===== config.mk =====
export PLATFORM = sky130hd
export DESIGN_NAME = charlie_scan
export DESIGN_NICKNAME = d
export VERILOG_FILES = /design/src/rtl/charlie_pkg.sv /design/src/rtl/charlie_tick.sv /design/src/rtl/charlie_scan.sv
export SDC_FILE = /design/constraint.sdc
export NUM_CORES = 1
export LEC_CHECK = 0
export CORE_MARGIN = 4
export CORE_UTILIZATION = 50
export DETAILED_ROUTE_END_ITERATION = 12
export HOLD_SLACK_MARGIN = 0.08
export PLACE_DENSITY = 0.66
export SETUP_SLACK_MARGIN = 0.1
export SKIP_LAST_GASP = 1
export SYNTH_ARGS = -nofsm -noshare
export SYNTH_HDL_FRONTEND = slang
export SYNTH_HIERARCHICAL = 1
export SYNTH_SLANG_ARGS = --single-unit

===== constraint.sdc =====
create_clock -name clk -period 6.48 [get_ports clk]
set_input_delay 1.296 -clock clk [delete_from_list [all_inputs] [get_ports clk]]
set_output_delay 1.296 -clock clk [all_outputs]
set_load 0.05 [all_outputs]

===== src/rtl/charlie_pkg.sv =====
// charlie_pkg: shared types and helpers for the charlieplexed LED scanner.
// Scan FSM state encodings, address-width helper and PWM ceiling helper.
package charlie_pkg;

  typedef enum logic [2:0] {
    ST_IDLE  = 3'd0,
    ST_LOAD  = 3'd1,
    ST_DRIVE = 3'd2,
    ST_NEXT  = 3'd3,
    ST_BLANK = 3'd4
  } state_e;

  // Framebuffer address width: one entry per (anode, cathode) pair.
  function automatic int charlie_aw(input int pins);
    return $clog2(pins * pins);
  endfunction

  // Last PWM step value in a row; level 2^bits-1 stays on through it.
  function automatic int charlie_max_pwm(input int bits);
    return (1 << bits) - 2;
  endfunction

endpackage


===== src/rtl/charlie_tick.sv =====
// charlie_tick: free-running prescaler with a run gate.
// Counts 0..TICKS-1 while run=1 and raises tick on the terminal count.
// Dropping run clears the count, so every run window starts from zero.
module charlie_tick #(
  parameter int TICKS = 64
) (
  input  logic clk,
  input  logic rst_n,
  input  logic run,
  output logic tick
);

  localparam int CW = (TICKS > 1) ? $clog2(TICKS) : 1;
  localparam logic [CW-1:0] CNT_MAX = CW'(TICKS - 1);

  logic [CW-1:0] cnt_q, cnt_d;

  // Next count and terminal-count tick.
  always_comb begin
    cnt_d = cnt_q;
    tick  = 1'b0;
    if (!run) begin
      cnt_d = '0;
    end else if (cnt_q == CNT_MAX) begin
      cnt_d = '0;
      tick  = 1'b1;
    end else begin
      cnt_d = cnt_q + 1'b1;
    end
  end

  // Count register.
  always_ff @(posedge clk or negedge rst_n) begin
    if (!rst_n) cnt_q <= '0;
    else        cnt_q <= cnt_d;
  end

endmodule


===== src/rtl/charlie_scan.sv =====
// charlie_scan: charlieplexed LED matrix scanner with per-pixel PWM.
// One row (anode pin) at a time is driven high; cathodes sink when the
// latched brightness of their pixel exceeds the current PWM step.
// Optional macro CHARLIE_BLANK_EN inserts BLANK_TICKS all-off cycles
// between rows to suppress ghosting from pad/LED capacitance.
module charlie_scan
  import charlie_pkg::*;
#(
  parameter  int PINS           = 7,
  parameter  int BITS           = 4,
  parameter  int TICKS_PER_STEP = 64,
  parameter  int BLANK_TICKS    = 4,
  localparam int AW             = charlie_aw(PINS)
) (
  input  logic            clk,
  input  logic            rst_n,
  input  logic            enable,
  input  logic            wr_en,
  input  logic [AW-1:0]   wr_addr,
  input  logic [BITS-1:0] wr_data,
  output logic [PINS-1:0] pin_o,
  output logic [PINS-1:0] pin_oe,
  output logic            frame_stb
);

  localparam int NPIX = PINS * PINS;
  localparam int RW   = $clog2(PINS);
  localparam logic [RW-1:0]   ROW_LAST = RW'(PINS - 1);
  localparam logic [BITS-1:0] PWM_LAST = BITS'(charlie_max_pwm(BITS));

  if (PINS < 3 || PINS > 16 || BITS < 1 || TICKS_PER_STEP < 1 || BLANK_TICKS < 1) begin : g_bad_param
    $error("charlie_scan: parameter out of range");
  end

  state_e                     state_q, state_d;
  logic [RW-1:0]              row_q, row_d;
  logic [BITS-1:0]            pwm_q, pwm_d;
  logic [PINS-1:0][BITS-1:0]  shadow_q, shadow_d;
  logic [BITS-1:0]            fb_q [NPIX];
  logic [BITS-1:0]            fb_d [NPIX];
  logic [PINS-1:0]            pin_o_q, pin_o_d;
  logic [PINS-1:0]            pin_oe_q, pin_oe_d;
  logic                       frame_stb_q, frame_stb_d;
  logic                       wr_ok;
  logic                       tick_run;
  logic                       step_tick;

`ifdef CHARLIE_BLANK_EN
  localparam int BW = (BLANK_TICKS > 1) ? $clog2(BLANK_TICKS) : 1;
  localparam logic [BW-1:0] BLANK_LAST = BW'(BLANK_TICKS - 1);
  logic [BW-1:0] blank_cnt_q, blank_cnt_d;
`endif

  // PWM step prescaler, counting only while a row is being driven.
  assign tick_run = (state_q == ST_DRIVE);

  charlie_tick #(
    .TICKS (TICKS_PER_STEP)
  ) u_tick (
    .clk   (clk),
    .rst_n (rst_n),
    .run   (tick_run),
    .tick  (step_tick)
  );

  // Write qualification: drop out-of-range addresses and diagonal
  // (anode == cathode) pixels, which have no physical LED.
  always_comb begin
    wr_ok = wr_en && (int'(wr_addr) < NPIX);
    for (int r = 0; r < PINS; r++) begin
      if (int'(wr_addr) == r * (PINS + 1)) wr_ok = 1'b0;
    end
  end

  // Framebuffer next state.
  always_comb begin
    fb_d = fb_q;
    if (wr_ok) fb_d[wr_addr] = wr_data;
  end

  // Scan FSM: row sequencing, shadow capture and PWM stepping.
  always_comb begin
    state_d  = state_q;
    row_d    = row_q;
    pwm_d    = pwm_q;
    shadow_d = shadow_q;
`ifdef CHARLIE_BLANK_EN
    blank_cnt_d = blank_cnt_q;
`endif
    case (state_q)
      ST_IDLE: begin
        if (enable) state_d = ST_LOAD;
      end
      ST_LOAD: begin
        // Latch the whole row so writes cannot tear the row in flight.
        for (int c = 0; c < PINS; c++) begin
          shadow_d[c] = fb_q[AW'(int'(row_q) * PINS + c)];
        end
        pwm_d   = '0;
        state_d = ST_DRIVE;
      end
      ST_DRIVE: begin
        if (step_tick) begin
          if (pwm_q == PWM_LAST) begin
            pwm_d   = '0;
            row_d   = (row_q == ROW_LAST) ? '0 : row_q + 1'b1;
            state_d = ST_NEXT;
          end else begin
            pwm_d = pwm_q + 1'b1;
          end
        end
      end
      ST_NEXT: begin
        if (!enable) begin
          state_d = ST_IDLE;
        end else begin
`ifdef CHARLIE_BLANK_EN
          blank_cnt_d = '0;
          state_d     = ST_BLANK;
`else
          state_d = ST_LOAD;
`endif
        end
      end
`ifdef CHARLIE_BLANK_EN
      ST_BLANK: begin
        if (blank_cnt_q == BLANK_LAST) state_d = ST_LOAD;
        else                           blank_cnt_d = blank_cnt_q + 1'b1;
      end
`endif
      default: state_d = ST_IDLE;
    endcase
  end

  // Pad and strobe values, registered one cycle behind state/pwm.
  always_comb begin
    pin_o_d     = '0;
    pin_oe_d    = '0;
    frame_stb_d = (state_q == ST_LOAD) && (row_q == '0);
    if (state_q == ST_DRIVE) begin
      for (int c = 0; c < PINS; c++) begin
        if (RW'(c) == row_q) begin
          // Anode: the only pin ever driven high.
          pin_oe_d[c] = 1'b1;
          pin_o_d[c]  = 1'b1;
        end else begin
          pin_oe_d[c] = (shadow_q[c] > pwm_q);
        end
      end
    end
  end

  // State, datapath and framebuffer registers.
  always_ff @(posedge clk or negedge rst_n) begin
    if (!rst_n) begin
      state_q     <= ST_IDLE;
      row_q       <= '0;
      pwm_q       <= '0;
      shadow_q    <= '0;
      fb_q        <= '{default: '0};
      pin_o_q     <= '0;
      pin_oe_q    <= '0;
      frame_stb_q <= 1'b0;
`ifdef CHARLIE_BLANK_EN
      blank_cnt_q <= '0;
`endif
    end else begin
      state_q     <= state_d;
      row_q       <= row_d;
      pwm_q       <= pwm_d;
      shadow_q    <= shadow_d;
      fb_q        <= fb_d;
      pin_o_q     <= pin_o_d;
      pin_oe_q    <= pin_oe_d;
      frame_stb_q <= frame_stb_d;
`ifdef CHARLIE_BLANK_EN
      blank_cnt_q <= blank_cnt_d;
`endif
    end
  end

  assign pin_o     = pin_o_q;
  assign pin_oe    = pin_oe_q;
  assign frame_stb = frame_stb_q;

endmodule


==> results of run 1 <==
==> critical path: stages (launching register included) <==
cell and delay [ns]:
dfrtp_1 0.63, inv_1 0.22, fa_1 0.53, inv_1 0.05, ha_1 0.21, fa_1 0.49
buf_4 0.24, inv_1 0.37, xnor2_2 0.98, mux2_2 0.42, a221oi_1 0.34, o221ai_1 0.18
==> kinds of logic (layout without fill, tap and decap cells) <==
| logic type | count (synthesis) | after routing | synth area share |
|---|---|---|---|
| compound gates | 205 | 205 | 0.0749 |
| xor+xnor | 28 | 28 | 0.0170 |
| fa+ha+maj | 55 | 55 | 0.0382 |
| buf+inv | 176 | 145 | 0.0458 |
| flops | 254 | 254 | 0.342 |
| mux | 507 | 507 | 0.405 |
| simple gates | 300 | 300 | 0.0770 |
==> state kept, by name, summed over array words and instances, names as in the netlist <==
signal and cells:
pwm_q 4, row_q 3, u_tick/cnt_q 6, state_q 2, pin_o 7, fb_q 196
frame_stb 1, shadow_q 28, pin_oe 7
==> through the flow <==
step | area [sq um] | hold slack, ns | power (mW)
2_1_floorplan | 18600 | 0.449 | 2.88
5_1_grt | 20100 | 0.410 | 5.46
3_5_place_dp | 19000 | 0.388 | 3.36
3_3_place_gp | 19000 | 0.385 | 3.32
4_1_cts | 20100 | 0.402 | 5.24
6_report | 20100 | 0.402 | 5.22
==> routing by layer <==
layer  routed length, um  track usage  up-vias
li1                    -            -     5728
met1               23000        0.382     6660
met2               25800        0.428      555
met3                3650       0.0470      132
met4                3040        0.122        0
met5                   0            0        -
==> power by group <==
| group | switching [mW] | internal, mW | leakage [nW] |
|---|---|---|---|
| clock network | 0.752 | 1.12 | 0.520 |
| logic | 0.708 | 0.580 | 4.15 |
| registers | 0.234 | 1.82 | 3.40 |
| total | 1.69 | 3.52 | 8.07 |
==> path summary, 6_finish.rpt <==
check / startpoint / to / slack, ns / depth (start not counted)
max: row_q[2]$_DFFE_PN0P_ / shadow_q[5]$_DFFE_PN0P_ / 1.66 / 11
min: fb_q[99]$_DFFE_PN0P_ / fb_q[99]$_DFFE_PN0P_ / 0.40 / 0
max reg2reg: row_q[2]$_DFFE_PN0P_ / shadow_q[5]$_DFFE_PN0P_ / 1.66 / 11
min reg2reg: fb_q[99]$_DFFE_PN0P_ / fb_q[99]$_DFFE_PN0P_ / 0.40 / 0
max in group asynchronous: rst_n / fb_q[133]$_DFFE_PN0P_ / 4.44 / 2
min in group asynchronous: rst_n / fb_q[51]$_DFFE_PN0P_ / 0.73 / 1
==> cells in the final DEF, fill, tap and decap left out, types with 5 or more instances in the layout <==
| cell type | n |
|---|---|
| nor2b_1 | 28 |
| inv_1 | 36 |
| nand3b_1 | 5 |
| dfrtp_1 | 253 |
| xnor2_2 | 6 |
| nor2_1 | 80 |
| a21oi_1 | 57 |
| mux4_1 | 7 |
| clkinvlp_4 | 5 |
| mux4_2 | 167 |
| buf_4 | 19 |
| xnor2_1 | 15 |
| o211ai_1 | 12 |
| and2_1 | 10 |
| ha_1 | 51 |
| nand2b_1 | 16 |
| clkbuf_8 | 6 |
| o21bai_1 | 5 |
| mux2i_1 | 125 |
| and3_1 | 8 |
| bufinv_16 | 5 |
| o221ai_1 | 10 |
| a211oi_1 | 27 |
| nand2_1 | 101 |
| nand4_1 | 9 |
| a221oi_1 | 8 |
| clkbuf_16 | 30 |
| mux2_2 | 207 |
| clkdlybuf4s50_1 | 27 |
| o31ai_1 | 7 |
| a31oi_1 | 8 |
| o21ai_0 | 30 |
| clkinv_2 | 5 |
| nor3_1 | 10 |
| nand3_1 | 16 |
==> cell type report <==
class / instances / share of cell area
Clock inverter: 18 / 0.0122
Tap cell: 468 / 0.0291
Inverter: 39 / 0.00727
Multi-Input combinational cell: 1095 / 0.569
Clock buffer: 37 / 0.0416
Timing Repair Buffer: 51 / 0.0252
Sequential cell: 254 / 0.316
==> results, run 1 <==
- On the final layout, the worst clock skew is 0.0138 ns.
- The worst vdd rail ir drop is 0.253 mV.
- The share of synthesized area occupied by flip-flops and latches is 0.342.
- The total setup buffers inserted after CTS is 0.
- From synthesis to final layout, the design area changed by 8.23%.
- The flow ran to the end, and the final reports show no timing, DRC or antenna violations.
- The worst setup path is captured at a flop.
- Once layout is complete, the utilization of the core stands at 0.550.
- The number of global-route vias before repair was 12,756.
- Across every metal layer, demand over resource in global routing totals 0.275.
- By area the synthesized netlist is led by dfrtp_1 34%, mux4_2 20%, mux2_2 13%.
- The maximum clock frequency is 207 MHz.
- The later pin in the worst-skew pair is clocked with a latency of 0.60 ns.
- The maximum number of pins on one net before global-route repair is 145.
- During placement, the flow inserted port buffers numbering 28.
- The sequential standard cell area is 6360 sq um.
- The number of antenna violations at the first check in global routing was 0.
- The via density per instance is 6.66.
- The number of hold-slack violations in the final timing report came to 0.
- TritonCTS built the clock tree.
- The total area inside the core boundary comes to 36,600 sq um.
- The total clock buffers created by CTS is 30.
- The classification of the worst setup path is flop to flop.
- Synthesis produced a netlist with a net count of 1,594.
- The total number of vias is 13,075.
- The number of nets in the layout is 1,540.
- The leakage power figure is 8.07 nW.
- Subtracting the final worst setup slack from the clock period gives 4.82 ns.
- The netlist area before placement is 18,600 sq um.
- Each instance of the synthesized netlist takes up on average 12.2 sq um.
- The count of hold buffers inserted by post-cts repair is 0.
- Setup repair after global routing left no endpoint under its margin.
- Max-cap violations in this run came to 0.
- The post-synthesis async set-or-reset flop share is 1.00.
- The non-filler instance count after layout is 1,962.
- The floorplan step defined a die boundary enclosing 40,400 sq um.
- For the pin with the worst max-slew slack, the measured transition is 1.14 ns.
- Among all flip-flop cells after synthesis, the most frequent one is dfrtp_1.
- The kind of launch point of the worst setup path is a flop.
- The number of detailed-route iterations in the first pass is 5.
- Once detailed placement completed, the half-perimeter wirelength came to 40,300 um.
- Before CTS, the worst setup slack after placement is 1.78 ns.
- The number of DRC violations after detailed-routing iteration 0 is 1,250.
- In this run, distinct cell masters in the synthesized netlist total 73.
- The multi-input combinational cells in the finished layout cover a total of 11,400 sq um.
- The root buffer cell is clkbuf_16.
- The number of buffers on the longest clock path is 3.
- The die span in x is 201 um.
- The leftover overflow at the end of global routing is 0.
- Counting every instance in the synthesized netlist gives 1,525.
- The count of final max-slew check failures is 0.
- Along the worst path, the maximum fanout reaches 17.
- In the finished design, the share of the clock period the worst path needs comes to 0.745.
- Dividing the detail-routed wire length by the instance count gives 28.3 um.
- CTS built an H-tree with a depth of 1.
- The worst hold path belongs to the class flop to flop.
- The endpoint arrival time on the critical path is 5.28 ns.
- The DRC violation count after routing is 0.
- The number of filler instances in the final layout is 3,062.
- The repair_antennas step left the layout with diodes totalling 0.
- Of all cell types, the one taking the most synthesized area is dfrtp_1.
- The worst path meets setup with 1.66 ns of slack.
- The synthesized design contains 0 enable-type register cells.
- For the worst setup path, the data required time is 6.93 ns.
- The I/O pin count is 29.
- Of the post-synthesis cell area, the dominant cell type holds 0.342.
- The number of sinks handled by clock tree synthesis is 254.
- Once the clock tree was built, the resizer swapped 0 gates to a different size.
- The number of flip-flops and latches in the synthesized netlist is 254.
- The share of final-layout standard cells stronger than drive strength 1 is 0.320.
- During synthesis, Yosys emitted a total of 6 warnings.
- The initial utilization of the core area, before any placement, comes to 0.508.
- The die is 201 um tall.
- Setup violations remaining at the end of the flow were counted as 0.
- For this design the ratio of total power to cell area is 259 nW/um^2.
- Wires add up to 55,500 um.
- The first global-routing pass estimated 84,400 um of wire.
- The number of placement rows is 70.
- In the synthesized netlist, the cells that appear most often are 254 x dfrtp_1, 207 x mux2_2, 167 x mux4_2, 125 x mux2i_1, 101 x nand2_1.
- The number of cells in the design after placement is 1,907.
- Headroom to the max-slew limit came out at 0.237.
- The setup TNS is 0 ns.
- The detail route stage leaves a number of antenna-violating nets equal to 0.
- The routability congestion estimate from global placement is 1.01.
- After clock tree synthesis, the clock-pin slew on the worst setup and hold paths is 0.07 ns.
- The most frequent cell after synthesis is dfrtp_1.
Power figures use the tool's default switching activity.
==> inputs of run 2 (changes only) <==
==> constraint.sdc (replaced) <==
create_clock -name clk -period 4.75 [get_ports clk]
set_input_delay 0.95 -clock clk [delete_from_list [all_inputs] [get_ports clk]]
set_output_delay 0.95 -clock clk [all_outputs]
set_load 0.05 [all_outputs]
==> run 2 against run 1 <==
  * Clock-buffer cell count up 7
  * Clock skew up 0.016 ns
  * Sequential share of layout area down 0.16 points
  * Register-to-register slack worse by 1.3 ns
  * Sequential power up 37%
  * Combinational power up 40%
  * Global-route usage up 0.74 points
  * Largest power group unchanged
==> results, run 2 (same netlist as run 1, synthesis figures left out) <==
- The run finished with clean final reports.
- The clock arrives with 0.0302 ns of skew.
- The leakage power figure is 8.16 nW.
- The root buffer cell is clkbuf_16.
- More flip-flops sit in one register than any other, and that register is fb_q.
- The total number of vias is 13,419.
- At the worst endpoint, the required time is 5.21 ns.
- The library cell used most frequently in the layout, excluding fill and tap cells, is dfrtp_1.
- Cell internal power was estimated by the tool at 4.67 mW.
- At the worst endpoint, the arrival time is 4.84 ns.
- The post-detailed-placement half-perimeter wirelength is 43,000 um.
- Measured against its own limit, the worst slew margin works out to 0.326.
- The buffer and inverter count on the worst path is 2.
- The classification of the worst-slack hold path is primary input to asynchronous set/reset pin.
- The longest clock path from root to sink contains 3 buffers.
- For met3 alone, demand over resource in global routing was 0.0489.
- The die span in x is 201 um.
- The transition time of the tightest slew-check pin is 1.01 ns.
- The signal on the critical path passes through inv_1, fa_1, inv_1, ha_1, fa_1, ha_1, xnor2_2, mux4_2, a21oi_1, a211oi_1, a221o_1.
- Of the total power, the clock network draws 0.337.
- The region available for standard cell placement spans 36,600 sq um.
- The maximum clock frequency is 228 MHz.
- Once the clock tree was built, the setup fixing pass inserted 0 buffers.
- Setup violations remaining at the end of the flow were counted as 0.
- The number of global-route vias before repair is 13,320.
- The number of sinks handled by clock tree synthesis is 254.
- The die height is 201 um.
- The first global-routing pass estimated 87,000 um of wire.
- In this run the number of H-tree levels came out at 1.
- The number of DRC violations after detailed-routing iteration 0 is 1,599.
- In the finished design, the share of the clock period the worst path needs comes to 0.922.
- Setup repair after global routing left no endpoint under its margin.
- The wire length per cell is 28.8 um.
- Buffers inserted to repair hold after CTS numbered 0.
- The count of final max-slew check failures is 0.
- The CTS tree is done.
- The detail route stage leaves a number of antenna-violating nets equal to 0.
- The core utilization of the finished layout is 0.553.
- Gates resized during post-CTS repair numbered 0.
- The total clock buffers created by CTS is 31.
- The minimum clock period is 4.38 ns.
- In the final layout, the share of cells above drive strength 1 is 0.326.
- The total of buffers placed on input and output ports is 28.
- Of the total power, the share spent switching nets is 0.329.
- The power share of the combinational group is 0.258.
- Power spread over the standard cell area amounts to 344 nW/um^2.
- For this run, global-route usage on met2 was measured as 0.446.
- The classification of the worst setup path is flop to flop.
- The DRC violation count after routing is 0.
- The number of nets in the layout is 1,564.
- The setup TNS is 0 ns.
- The number of antenna diodes in the final layout is 0.
- Dividing the detail-routed via count by the number of cells gives 6.75.
- After clock tree synthesis, the clock-pin slew on the worst setup and hold paths is 0.07 ns.
- The library cell contributing the largest single delay on the critical path is fa_1.
- The number of hold-slack violations in the final timing report came to 0.
- The kind of launch point of the worst setup path is a flop.
- met2 is the most crowded layer.
- The I/O pin count is 29.
- The largest registers in the layout are fb_q: 196 flops, shadow_q: 28 flops.
- In this run the core area contains 70 standard-cell rows.
- The global routing usage summed across all routing layers is 0.282.
- On the worst path, the slowest cell contributes a delay of 0.64 ns.
- The routability congestion estimate from global placement is 1.04.
- The aggregate routed wire length is 57,200 um.
- The relative contribution of sequential cells to total power is 0.404.
- The number of flip-flops under the largest register name is 196.
- The gate family responsible for the most delay along the worst path is adder cells.
- The leftover overflow at the end of global routing is 0.
- Leaving out fill and tap cells, the most frequent cells in the layout are 253 x dfrtp_1, 207 x mux2_2, 167 x mux4_2, 125 x mux2i_1, 101 x nand2_1.
- The worst setup path is captured at a flop.
- The switching power total is 2.29 mW.
- In this run the worst path has a maximum fanout of 8.
- The clock insertion delay at the later pin of the skew report is 0.59 ns.
- The number of antenna violations at the first check in global routing is 0.
- Entering global routing, the biggest net connects 95 pins.
- The met1 usage is 0.389.
- The area enclosed by the die boundary is 40,400 sq um.
- Across the VDD grid, the largest voltage drop is 0.333 mV.
- For this run, the detailed router's first-pass iteration total came to 7.
- The initial standard-cell utilization of the core is 0.508.
- The synthesis-to-finish area growth is 8.79%.
- The max-capacitance violation count is 0.
[run 2: per-layer routing]
| metal | vias to the layer above | routed length, um | share of wire |
|---|---|---|---|
| met2 | 640 | 26500 | 0.46 |
| met1 | 6858 | 23200 | 0.41 |
| met4 | 0 | 3080 | 0.054 |
| li1 | 5770 | - | - |
| met5 | - | 0 | 0 |
| met3 | 151 | 4410 | 0.077 |
[run 2: power by group through the flow]
stage	clock, mW	combinational [mW]	sequential [mW]
2_1_floorplan	0	1.10	2.83
3_3_place_gp	0	1.74	2.82
6_report	2.35	1.80	2.82
4_1_cts	2.40	1.78	2.81
3_5_place_dp	0	1.78	2.85
5_1_grt	2.50	1.94	2.85
[run 2: worst register-to-register path: stages (launching register included)]
cell and delay [ns]:
dfrtp_1 0.40, inv_1 0.20, fa_1 0.56, inv_1 0.04
ha_1 0.21, fa_1 0.64, ha_1 0.39, xnor2_2 0.63
mux4_2 0.60, a21oi_1 0.17, a211oi_1 0.11, a221o_1 0.30
[run 2: final timing paths]
kind | cells after the start | slack (ns) | end | start
worst max-delay path | 11 | 0.37 | shadow_q[19]$_DFFE_PN0P_ | row_q[1]$_DFFE_PN0P_
worst min-delay path | 1 | 0.35 | fb_q[29]$_DFFE_PN0P_ | rst_n
worst max register to register | 11 | 0.37 | shadow_q[19]$_DFFE_PN0P_ | row_q[1]$_DFFE_PN0P_
worst min register to register | 0 | 0.40 | fb_q[35]$_DFFE_PN0P_ | fb_q[35]$_DFFE_PN0P_
max in group asynchronous | 2 | 3.43 | fb_q[133]$_DFFE_PN0P_ | rst_n
min in group clk | 0 | 0.40 | fb_q[35]$_DFFE_PN0P_ | fb_q[35]$_DFFE_PN0P_
[run 2: area by class of cell]
cell class                 instances  area [sq um]
clock buffer                      44           875
clock inverter                    13           133
fill                            3073         16400
inverter                          39           146
multi-input combinational       1095         11400
sequential                       254          6360
tap                              468           586
timing repair buffer              74           693
[run 2: metrics by stage]
step | instances | worst slack (ns) | cell area, sq um | power, mW | hold slack, ns
2_1_floorplan | 1525 | 0.127 | 18600 | 3.94 | 0.449
3_3_place_gp | 1930 | 0.515 | 19200 | 4.56 | 0.386
3_5_place_dp | 1930 | 0.479 | 19200 | 4.62 | 0.392
4_1_cts | 1987 | 0.448 | 20200 | 7.00 | 0.350
5_1_grt | 1987 | 0.186 | 20200 | 7.29 | 0.394
6_report | 1987 | 0.373 | 20200 | 6.96 | 0.352
==> inputs of run 3 (changes only) <==
--- a/config.mk
+++ b/config.mk
@@ -9,10 +9,11 @@
 export CORE_UTILIZATION = 50
 export DETAILED_ROUTE_END_ITERATION = 12
 export HOLD_SLACK_MARGIN = 0.08
-export PLACE_DENSITY = 0.66
+export PLACE_DENSITY_LB_ADDON = 0.1
 export SETUP_SLACK_MARGIN = 0.1
 export SKIP_LAST_GASP = 1
 export SYNTH_ARGS = -nofsm -noshare
 export SYNTH_HDL_FRONTEND = slang
 export SYNTH_HIERARCHICAL = 1
 export SYNTH_SLANG_ARGS = --single-unit
+export TNS_END_PERCENT = 100
==> run 3 against run 2 <==
  * Worst hold slack better by 0.047 ns
  * Critical path type unchanged
  * Sequential share of layout area shrank 0.25 points
  * Clock skew shrank 0.0035 ns
  * Flip-flop and latch count unchanged
  * Register-to-register slack gained 0.17 ns
  * Highest routed layer unchanged
  * Die area unchanged
  * Largest power group unchanged
  * Via count down 0.28%
  * Largest cell class unchanged
  * Sequential power about the same
  * Critical endpoint is now shadow_q[14]$_DFFE_PN0P_
  * Clock-buffer cell count increased by 4
  * Fmax is 4.1% higher
==> results, run 3 (same netlist as run 1, synthesis figures left out) <==
- Leaving out fill and tap cells, the most frequent cell in the layout is dfrtp_1.
- The number of antenna violations at the first check in global routing is 0.
- After layout, the minimum clock period comes to 4.21 ns.
- Entering global routing, the biggest net connects 132 pins.
- The clock insertion delay at the later pin of the skew report is 0.56 ns.
- After clock tree synthesis, the repair step resized 0 gates.
- The kind of launch point of the worst setup path is a flop.
- The share of final-layout standard cells stronger than drive strength 1 is 0.329.
- The CTS tree is done.
- The largest registers in the layout are fb_q: 196 flops, shadow_q: 28 flops.
- Data on the critical path is required at its endpoint by 5.15 ns.
- The power density of the placed cells is 353 nW/um^2.
- The sequential standard cell area is 6360 sq um.
- Buffers inserted to repair hold after CTS numbered 0.
- The register with the most flip-flops is fb_q.
- The total number of vias is 13,382.
- The endpoint kind of the worst setup timing path is a flop.
- The aggregate routed wire length is 56,900 um.
- The met3 routed wirelength is 4080 um.
- The number of hold-slack violations in the final timing report is 0.
- The endpoint arrival time on the critical path is 4.61 ns.
- Detailed placement finished with a half-perimeter wire length of 42,500 um.
- Dividing the final minimum period by the clock period gives 0.886.
- The number of detailed-route iterations in the first pass is 5.
- The number of buffers on the longest clock path is 3.
- In the final design database the tool counted 1,565 nets.
- The wire length per cell is 28.6 um.
- The die span in x is 201 um.
- The placed instances occupy a cell area of 19,200 sq um.
- The setup TNS is 0 ns.
- The initialized floorplan defines 70 standard-cell rows.
- The root buffer cell is clkbuf_16.
- The core region area is 36,600 sq um.
- The worst vdd rail ir drop is 0.273 mV.
- The diode insertion count for antenna repair is 0.
- The max-capacitance violation count is 0.
- The post-route met1 wirelength is 23,600 um.
- The total setup violations reported at the end of the flow is 0.
- The library cells used most frequently in the layout, excluding fill and tap cells, are 253 x dfrtp_1, 207 x mux2_2, 167 x mux4_2, 125 x mux2i_1, 101 x nand2_1.
- The classification of the worst setup path is flop to flop.
- The layout has 3,023 filler cells.
- The maximum clock frequency is 238 MHz.
- The first global-routing pass estimated 86,700 um of wire.
- The worst hold path belongs to the class flop to flop.
- The highest fanout seen on the critical path is 13.
- Setup repair after global routing left no endpoint under its margin.
- The count of buffers added on input and output ports is 28.
- The register with the most flip-flops in the layout has 196 of them.
- Counting the buffers created by CTS gives 34.
- After routing the design area is 20,400 sq um.
- The run finished with clean final reports.
- Across every metal layer, demand over resource in global routing totals 0.283.
- The count of final max-slew check failures is 0.
- During I/O placement, the number of pins put on the boundary was 29.
- The number of DRC violations after detailed-routing iteration 0 is 1,214.
- The highest layer touched by signal routing is met4.
- The clock-pin slew of the registers on the worst-case setup and hold paths is 0.05 ns.
- After detailed routing, the number of vias per cell comes to 6.73.
- The area growth from synthesis to layout is 9.67%.
- The H-tree was split into 2 levels.
- The initial standard-cell utilization of the core is 0.508.
- The die height is 201 um.
- The remaining antenna violation count is 0.
- The number of global-route vias before repair was 13,132.
- The routed length on met2 is 26,100 um.
- The die covers 40,400 sq um.
- Summed over all layers, the global routing overflow is 0.
- The footprint of the multi-input gates is 11,400 sq um.
- The DRC violation count after routing is 0.
- The worst hold path passes through 0 cells.
- Headroom to the max-slew limit came out at 0.333.
- CTS saw 254 sinks.
- Across the routed clock network, the largest skew measured is 0.0267 ns.
- The path depth of the worst reg2reg path is 12.
- The routability congestion estimate from global placement is 1.08.
- The total setup buffers inserted after CTS is 0.
- At the pin with the least slew margin, the transition time is 1.00 ns.
- The total power of the final layout is 7.21 mW.
- The leakage power figure is 8.25 nW.
==> run 3: cell count changes in the layout (fill, tap and decap cells not counted) <==
cell        change
clkbuf_8        +2
inv_6           -1
clkbuf_1        -4
buf_12          +3
clkinvlp_4      -3
clkinv_2        +2
clkbuf_16       +6
buf_4           -5
==> run 3: per-stage QoR <==
stage	util	hold WS [ns]	setup WS, ns	std cells
after global placement	0.526	0.387	0.624	1928
after CTS	0.557	0.406	0.587	1987
after global routing	0.557	0.416	0.358	1987
final	0.557	0.399	0.543	1987
after floorplan	-	0.449	0.127	1525
after detailed placement	0.526	0.391	0.593	1928
==> run 3: area by class of cell <==
cell class                      count  share of cell area
Clock buffer                       48              0.0508
Clock inverter                     11             0.00546
Inverter                           39             0.00718
Multi-Input combinational cell   1095               0.561
Sequential cell                   254               0.312
Tap cell                          468              0.0287
Timing Repair Buffer               72              0.0351
==> run 3: worst paths after layout <==
path,from,slack [ns],endpoint
setup / recovery,row_q[1]$_DFFE_PN0P_,0.54,shadow_q[14]$_DFFE_PN0P_
hold / removal,fb_q[65]$_DFFE_PN0P_,0.40,fb_q[65]$_DFFE_PN0P_
setup reg to reg,row_q[1]$_DFFE_PN0P_,0.54,shadow_q[14]$_DFFE_PN0P_
hold reg to reg,fb_q[65]$_DFFE_PN0P_,0.40,fb_q[65]$_DFFE_PN0P_
max in group asynchronous,rst_n,3.27,fb_q[194]$_DFFE_PN0P_
min in group asynchronous,rst_n,0.48,fb_q[53]$_DFFE_PN0P_
==> run 3: layer usage <==
metal	vias to the layer above	global-route usage
met4	0	0.137
met1	6864	0.390
li1	5788	-
met5	-	0
met3	138	0.0523
met2	592	0.437
==> run 3: worst max-delay path, stage by stage, from the launching register on <==
cell      delay (ns)
dfrtp_1         0.39
inv_1           0.20
fa_1            0.55
inv_1           0.05
ha_1            0.22
fa_1            0.65
ha_1            0.47
nor2b_1         0.21
xnor2_1         0.13
buf_4           0.27
mux4_2          0.35
mux2i_1         0.40
a221oi_1        0.16
==> run 3: power breakdown <==
part	total (mW)	leakage (nW)	internal, mW	switching [mW]
clock	2.63	0.571	1.63	1.00
combinational	1.79	4.27	0.798	0.992
sequential	2.79	3.40	2.49	0.297
total	7.21	8.25	4.92	2.29
